===== config.mk =====
export PLATFORM = sky130hd
export DESIGN_NAME = modn_counter_flat
export DESIGN_NICKNAME = d
export VERILOG_FILES = /design/src/rtl/modn_counter_pkg.sv /design/src/rtl/modn_counter_if.sv /design/src/rtl/modn_step.sv /design/src/rtl/modn_counter.sv /design/src/flat_wrapper.sv
export SDC_FILE = /design/constraint.sdc
export NUM_CORES = 1
export LEC_CHECK = 0
export ABC_AREA = 1
export CORE_AREA = 3 3 40 42
export DETAILED_ROUTE_END_ITERATION = 10
export DIE_AREA = 0 0 43 45
export PLACE_DENSITY = 0.7
export SLEW_MARGIN = 20
export SYNTH_ARGS = -nofsm -noshare
export SYNTH_HDL_FRONTEND = slang
export SYNTH_HIERARCHICAL = 1
export SYNTH_SLANG_ARGS = --single-unit

===== constraint.sdc =====
create_clock -name clk -period 1.43 [get_ports clk]
set_input_delay 0.2145 -clock clk [delete_from_list [all_inputs] [get_ports clk]]
set_output_delay 0.2145 -clock clk [all_outputs]
set_load 0.02 [all_outputs]

===== src/rtl/modn_counter_pkg.sv =====
// modn_counter_pkg: shared FSM state encodings and direction constants for modn_counter
package modn_counter_pkg;
    typedef enum logic [1:0] {
        ST_IDLE = 2'd0,
        ST_RUN  = 2'd1,
        ST_DONE = 2'd2
    } state_t;
    localparam logic DIR_UP = 1'b1;
    localparam logic DIR_DN = 1'b0;
endpackage


===== src/rtl/modn_counter_if.sv =====
// modn_counter_if: control/status bundle of modn_counter; load/d exist only with MODN_CNT_LOAD_EN
interface modn_counter_if #(parameter int WIDTH = 3);
    logic             start;
    logic             stop;
    logic             en;
    logic             dir;
    logic             oneshot;
`ifdef MODN_CNT_LOAD_EN
    logic             load;
    logic [WIDTH-1:0] d;
`endif
    logic [WIDTH-1:0] q;
    logic             tc;
    logic             busy;
    logic             done;
`ifdef MODN_CNT_LOAD_EN
    modport master (output start, stop, en, dir, oneshot, load, d, input q, tc, busy, done);
    modport slave  (input start, stop, en, dir, oneshot, load, d, output q, tc, busy, done);
`else
    modport master (output start, stop, en, dir, oneshot, input q, tc, busy, done);
    modport slave  (input start, stop, en, dir, oneshot, output q, tc, busy, done);
`endif
endinterface


===== src/rtl/modn_step.sv =====
// modn_step: combinational modulo-MODULUS increment/decrement with wrap flag
module modn_step
    import modn_counter_pkg::*;
#(
    parameter int WIDTH   = 3,
    parameter int MODULUS = 5
) (
    input  logic [WIDTH-1:0] q,
    input  logic             dir,
    output logic [WIDTH-1:0] nxt,
    output logic             wrap
);
    localparam logic [WIDTH-1:0] MAXV = WIDTH'(MODULUS - 1);
    always_comb begin
        wrap = (dir == DIR_UP) ? (q == MAXV) : (q == '0);
        nxt  = (dir == DIR_UP) ? (wrap ? '0 : q + 1'b1) : (wrap ? MAXV : q - 1'b1);
    end
endmodule


===== src/rtl/modn_counter.sv =====
// modn_counter: modulo-N up/down counter with IDLE/RUN/DONE run control and terminal-count pulse.
// Define MODN_CNT_LOAD_EN to add the synchronous load port (load/d, clamped to MODULUS-1).
module modn_counter
    import modn_counter_pkg::*;
#(
    parameter int WIDTH   = 3,
    parameter int MODULUS = 5
) (
    input  logic            clk,
    input  logic            rst_n,
    modn_counter_if.slave   bus
);
    if (MODULUS < 2 || MODULUS > (1 << WIDTH)) begin : g_bad_modulus
        $error("modn_counter: MODULUS must lie in 2..2**WIDTH");
    end
    localparam logic [WIDTH-1:0] MAXV = WIDTH'(MODULUS - 1);
    state_t           state;
    logic [WIDTH-1:0] q_r;
    logic             tc_r;
    logic [WIDTH-1:0] nxt;
    logic             wrap;
    logic             ld;
    logic [WIDTH-1:0] ld_val;
    logic             cnt;
`ifdef MODN_CNT_LOAD_EN
    assign ld     = bus.load;
    assign ld_val = (bus.d > MAXV) ? MAXV : bus.d;
`else
    assign ld     = 1'b0;
    assign ld_val = '0;
`endif
    // a load on the same edge overrides counting, so it can never produce a wrap or TC
    assign cnt = (state == ST_RUN) && bus.en && !ld;
    modn_step #(.WIDTH(WIDTH), .MODULUS(MODULUS)) u_step (
        .q    (q_r),
        .dir  (bus.dir),
        .nxt  (nxt),
        .wrap (wrap)
    );
    always_ff @(posedge clk or negedge rst_n) begin
        if (!rst_n) begin
            state <= ST_IDLE;
            q_r   <= '0;
            tc_r  <= 1'b0;
        end else begin
            tc_r <= 1'b0;
            if (bus.stop)
                state <= ST_IDLE;
            else if (bus.start && state != ST_RUN)
                state <= ST_RUN;
            else if (cnt) begin
                q_r  <= nxt;
                tc_r <= wrap;
                if (wrap && bus.oneshot)
                    state <= ST_DONE;
            end
            if (ld)
                q_r <= ld_val;
        end
    end
    assign bus.q    = q_r;
    assign bus.tc   = tc_r;
    assign bus.busy = (state == ST_RUN);
    assign bus.done = (state == ST_DONE);
endmodule


===== src/flat_wrapper.sv =====
// flat-port wrapper written by rule: the top's interface ports become plain ports
module modn_counter_flat import modn_counter_pkg::*;
#(
    parameter int WIDTH   = 3,
    parameter int MODULUS = 5
)
  (clk, rst_n, bus_start, bus_stop, bus_en, bus_dir, bus_oneshot, bus_q, bus_tc, bus_busy, bus_done);
  modn_counter_if #(.WIDTH(WIDTH)) bus_i ();
  input  logic clk;
  input  logic rst_n;
  input wire logic [$bits(bus_i.start)-1:0] bus_start;
  input wire logic [$bits(bus_i.stop)-1:0] bus_stop;
  input wire logic [$bits(bus_i.en)-1:0] bus_en;
  input wire logic [$bits(bus_i.dir)-1:0] bus_dir;
  input wire logic [$bits(bus_i.oneshot)-1:0] bus_oneshot;
  output wire logic [$bits(bus_i.q)-1:0] bus_q;
  output wire logic [$bits(bus_i.tc)-1:0] bus_tc;
  output wire logic [$bits(bus_i.busy)-1:0] bus_busy;
  output wire logic [$bits(bus_i.done)-1:0] bus_done;
  assign bus_i.start = bus_start;
  assign bus_i.stop = bus_stop;
  assign bus_i.en = bus_en;
  assign bus_i.dir = bus_dir;
  assign bus_i.oneshot = bus_oneshot;
  assign bus_q = bus_i.q;
  assign bus_tc = bus_i.tc;
  assign bus_busy = bus_i.busy;
  assign bus_done = bus_i.done;
  modn_counter #(.WIDTH(WIDTH), .MODULUS(MODULUS)) u_core (.clk(clk), .rst_n(rst_n), .bus(bus_i));
endmodule

# Yosys cells after proc, flatten, opt, wreduce, memory -nomap -nowiden
# Index checks and enable logic that the tools add are counted.
[totals] ff_bits=6 input_bits=7 output_inout_bits=6 word_cells=30
[classes] addsub=2 n_eq_ne=4 mux=11 n_bitwise=2 reduce_logical=8
[op_table] operator="2-to-1 mux 3 bit" count=3
[op_table] operator="2-to-1 mux 2 bit" count=4
[op_table] operator="nonzero test 3 bit" count=2
[op_table] operator="2-to-1 mux 1 bit" count=4
[op_table] operator="adder 3 x 1 -> 3 bit, second input constant" count=1
[op_table] operator="== test 3 bit, second input constant" count=1
[op_table] operator="logical AND 1 bit" count=3
[op_table] operator="logical NOT 3 bit" count=1
[op_table] operator="AND reduction 3 bit" count=1
[op_table] operator="subtractor 3 x 1 -> 3 bit, second input constant" count=1
[op_table] operator="== test 2 x 1 -> 1 bit, second input constant" count=1
[op_table] operator="== test 2 bit, second input constant" count=1
[op_table] operator="inequality test 2 x 1 -> 1 bit, second input constant" count=1
[op_table] operator="NOT 1 bit" count=2
[op_table] operator="AND reduction 2 bit" count=1

# Depth between registers and ports, before layout
# Gate-level depths: netlist of the first run.
[logic_depth] depth_word=7 depth_mapped=9

# Modules after synthesis
# The synthesis of the first run kept the hierarchy.
[modules_own_cells] module="modn_counter" instances=1 cells_per_inst=31 area_per_inst_um2=284.0 seq_area_each_um2=150.1
[modules_own_cells] module="modn_step" instances=1 cells_per_inst=27 area_per_inst_um2=146.4 seq_area_each_um2=0.0

# Worst setup path before layout of the first run
# Ideal clock, no wire load.
[synth_path] path_type="register to register" from="reg u_core.q_r[0], in the netlist u_core/bus.q[0]" to="reg u_core.state[0]" t_arrival_ns=1.293 required_time_ns=1.303 path_slack_ns=0.009 path_stages_with_launch=10 n_path_buf=0 path_cell_list="dfrtp_1 > inv_1 > ha_1 > nand3_1 > nand2_2 > nand2_1 > inv_1 > nand3_1 > nand2_1 > a21oi_1"
[synth_between] elab_chain_len=5
[synth_lines] element="start, declared" line="modn_counter.sv:18" text="logic [WIDTH-1:0] q_r;"
[synth_lines] element="start signal, assigned" line="modn_counter.sv:52" text="q_r <= nxt;"
[synth_lines] element="start signal, assigned" line="modn_counter.sv:58" text="q_r <= ld_val;"
[synth_lines] element="== test 3 bit / logical NOT 3 bit (equally long branches)" line="modn_step.sv:15" text="wrap = (dir == DIR_UP) ? (q == MAXV) : (q == '0);"
[synth_lines] element="2-to-1 mux 1 bit (*)" line="modn_step.sv:15"
[synth_lines] element="via u_core.wrap" line="modn_counter.sv:21" text="logic wrap;"
[synth_lines] element="logical AND 1 bit (*)" line="modn_counter.sv:54" text="if (wrap && bus.oneshot)"
[synth_lines] element="nonzero test 3 bit (no line) (*)"
[synth_lines] element="AND reduction 2 bit (no line) (*)"
[synth_lines] element="end signal, assigned" line="modn_counter.sv:48" text="state <= ST_IDLE;"
[synth_lines] element="end signal, assigned" line="modn_counter.sv:50" text="state <= ST_RUN;"
[synth_lines] element="end signal, assigned" line="modn_counter.sv:55" text="state <= ST_DONE;"
[synth_lines] element="end, declared" line="modn_counter.sv:17" text="state_t state;"
# The timed path passes the listed nets; every way through them passes the cells marked *.
# A chain may end at the register's enable or synchronous reset.

# Worst setup path in the final report of the first run
[layout_path] from="reg u_core.tc_r, in the netlist u_core/bus.tc" to="out bus_tc"
[layout_lines] element="start, declared" line="modn_counter.sv:19" text="logic tc_r;"
[layout_lines] element="start signal, assigned" line="modn_counter.sv:53" text="tc_r <= wrap;"
[layout_lines] element="end, declared" line="flat_wrapper.sv:17" text="output wire logic [$bits(bus_i.tc)-1:0] bus_tc;"
# No word-level cell between the ends.

==> impl_metrics.py, run 1 <==
metrics = {
    "timing": {
        "worst_slew_margin_rel_pct": 78.94,
        "setup_viol": 0,
        "drv_slew": 0,
        "fin_crit_sh_pct": 95.73,
        "hold_viol": 0,
        "finClkSkew_ps": 10.66,
        "tightest_slew_ps": 314.9,
        "fmax_ghz": 0.7305,
        "finalSetupTns_ps": 0,
        "hold_ws_ps": 207.6,
        "fin_crit_ps": 1369,
    },
    "worst_hold_path": {
        "hp-class": "primary input to async pin",
    },
    "drt": {
        "postRouteAntennaNets": 0,
        "wl_per_cell_um": 9.065,
        "drtIter0Drc": 12,
        "vias": 402,
        "firstDrtPassIters": 4,
        "finalWirelength_um": 834,
        "drc": 0,
        "vias_per_cell": 4.370,
    },
    "power": {
        "ir_worst_vdd_mv": 0.7851,
        "p_total_mw": 1.050,
        "leakage_nw": 0.3315,
        "power.density_mw_per_mm2": 1659,
    },
    "logic_synthesis": {
        "synth_compound_area_share_pct": 9.302,
        "synth_seq_cells": 6,
        "synthesis.area_sq_um": 430.4,
        "synth_cells": 58,
        "ys.warnings.count": 6,
        "seq_area_frac_synth_pct": 34.88,
        "synth_nets": 68,
        "synthDistinctLibCells": 17,
        "synth_area_per_cell_sq_um": 7.421,
        "synth-xor-area-share_pct": 0,
        "synth.mux.area_fraction_pct": 0,
        "synthAdderAreaFrac_pct": 8.721,
        "yosys.area_share.simple_pct": 38.37,
        "synth_top_family_by_area": "simple AND/OR/NAND/NOR gates",
    },
    "clock_network": {
        "hold_buffers": 0,
        "root_buffer": "clkbuf_4",
        "clock_latency_ps": 250,
        "path_clk_slew_ps": 50,
        "clock_sinks": 6,
        "cts_max_level": 1,
        "cts_tree": "done",
        "clockBufferDepth": 2,
        "numCtsBuffers": 3,
    },
    "worst_setup_path": {
        "r2r-end": "u_core/state[0]",
        "required_ps": 1220,
        "path_cells": "clkdlybuf4s50_1",
        "cp_num_buf_inv": 1,
        "worst_setup_path_end_kind": "output port",
        "crit_arrival_ps": 1150,
        "crit_fanout": 1,
        "rr_startpoint": "u_core/bus.q[1]",
        "cp_top_family": "buffers and inverters",
        "slowest_delay_ps": 590,
        "start_kind": "register",
        "ff2ff_setup_slack_ps": 110,
        "r2r_cells": 9,
        "crit_path_top_delay_cell": "clkdlybuf4s50_1",
        "path_class": "register to output port",
        "cp.depth": 1,
    },
    "final_layout": {
        "fill_cells": 116,
        "final_util_pct": 49.27,
        "seq_area_sq_um": 150.1,
        "antenna_cells": 0,
        "multi_input_area_sq_um": 260.3,
        "syn_to_final_growth_pct": 47.09,
        "nets": 89,
        "layout-drive-gt1-share_pct": 25.97,
    },
    "outcome": {
        "status": "complete, no violations",
    },
    "die": {
        "design.core.area_sq_mm": 0.001285,
        "initial_core_util_pct": 33.50,
        "pin_count": 13,
        "die_w_um": 43,
        "die_area_sq_mm": 0.001935,
        "rows": 13,
        "die_height_um": 45,
    },
    "global_routing": {
        "grt_pass1_wl_um": 1469,
        "grt_overflow": 0,
        "antenna_found_initial": 0,
        "grt_max_degree": 8,
        "grt_pass1_vias": 352,
        "grt_usage_pct": 10.24,
    },
    "run": {
        "max_cap_viol_count": 0,
    },
    "place": {
        "dp_hpwl_um": 690.8,
        "io_buffers": 12,
        "place.gp.congestion": 0.6868,
    },
}
==> power by group <==
group          switching [mW]  internal (mW)  leakage [nW]
sequential             0.0459          0.216        0.0786
combinational           0.335          0.297         0.239
clock                  0.0610         0.0949        0.0138
==> logic make-up (layout without fill, tap and decap cells) <==
kind of cell,after synthesis,count (layout)
buffers and inverters,10,29
and+or+nand+nor,31,31
DFF,6,6
adders and majority gates,3,3
AOI/OAI and AO/OA,8,8
==> synthesized netlist by cell type <==
| library cell | n | area [sq um] |
|---|---|---|
| nand2_1 | 19 | 71.32 |
| o21ai_1 | 3 | 15.01 |
| inv_2 | 2 | 7.510 |
| nor2_1 | 2 | 7.510 |
| nor3b_2 | 1 | 12.51 |
| nand3b_1 | 1 | 7.510 |
| nand2_4 | 1 | 11.26 |
| nand3_2 | 1 | 10.01 |
| dfrtp_1 | 6 | 150.1 |
| nor2_2 | 1 | 6.260 |
| nor2_4 | 2 | 22.52 |
| a21oi_1 | 4 | 20.02 |
| o21ai_0 | 1 | 5.000 |
| inv_1 | 8 | 30.03 |
| nand2_2 | 1 | 6.260 |
| nand3_1 | 2 | 10.01 |
| ha_1 | 3 | 37.54 |
==> repair_timing <==
| action | in CTS | in global routing |
|---|---|---|
| hold endpoints to repair | 0 | 0 |
| setup buffers | 0 | 1 |
| endpoints found under the setup margin | 6 | 2 |
| resized for setup | 6 | 4 |
==> cell usage in the layout, fill, tap and decap left out <==
master           Yosys  routed
nand2_1             19      19
clkdlybuf4s50_1      0       7
inv_1                8       6
dfrtp_1              6       6
dlygate4sd2_1        0       5
inv_2                2       4
a21oi_1              4       4
buf_4                0       4
clkbuf_4             0       3
o21ai_1              3       3
nor2_4               2       2
nor2_1               2       2
nand3_2              1       2
ha_1                 3       2
nand2_4              1       1
nor3b_2              1       1
o21ai_0              1       1
nand3_1              2       1
nand2_2              1       1
nand3b_1             1       1
nor2_2               1       1
ha_4                 0       1
==> how the worst max path moves through the flow <==
stage / startpoint / slack, ps / to
detailed placement: u_core/bus.q[1] / 0.8 / u_core/state[0]
floorplan: u_core/bus.q[0] / 9 / u_core/state[0]
global placement: bus_dir / 40 / u_core/state[0]
finish: u_core/bus.tc / 60 / bus_tc
CTS: u_core/bus.q[1] / 30 / u_core/state[0]
global route: u_core/bus.q[0] / -6 / u_core/state[0]
==> through the flow <==
stage	std cells	worst slack, ps	area, sq um
after floorplan	58	9.465	430.4
after global placement	88	41.06	591.8
after detailed placement	88	0.8169	591.8
after CTS	91	30.02	610.6
after global routing	92	-5.574	633.1
final	92	61.12	633.1
==> state kept, by name, indices dropped and copies added, names as in the netlist <==
name,count
u_core/bus.q,3
u_core/bus.tc,1
u_core/state,2
==> area by class of cell <==
| cell class | count | area share, % |
|---|---|---|
| Clock buffer | 3 | 3.557 |
| Inverter | 10 | 5.929 |
| Multi-Input combinational cell | 42 | 41.11 |
| Timing Repair Buffer | 16 | 22.73 |
| Sequential cell | 6 | 23.72 |
| Tap cell | 15 | 2.964 |
==> per-layer routing <==
metal | routed length [um] | global-route usage, % | share of wire, %
met1 | 406 | 13.58 | 49
met2 | 396 | 14.37 | 47
met3 | 31 | 5.179 | 3.7
met4 | 0 | 3.614 | 0
met5 | 0 | 0 | 0
Power figures use the tool's default switching activity.
==> run 2: changes to the inputs <==
--- a/config.mk
+++ b/config.mk
@@ -7,6 +7,7 @@
 export LEC_CHECK = 0
 export ABC_AREA = 1
 export CORE_AREA = 3 3 40 42
+export CTS_CLUSTER_DIAMETER = 150
 export DETAILED_ROUTE_END_ITERATION = 10
 export DIE_AREA = 0 0 43 45
 export PLACE_DENSITY = 0.7
==> results of run 2 <==
No change in the layout: final DEF, timing and power equal those of run 1.
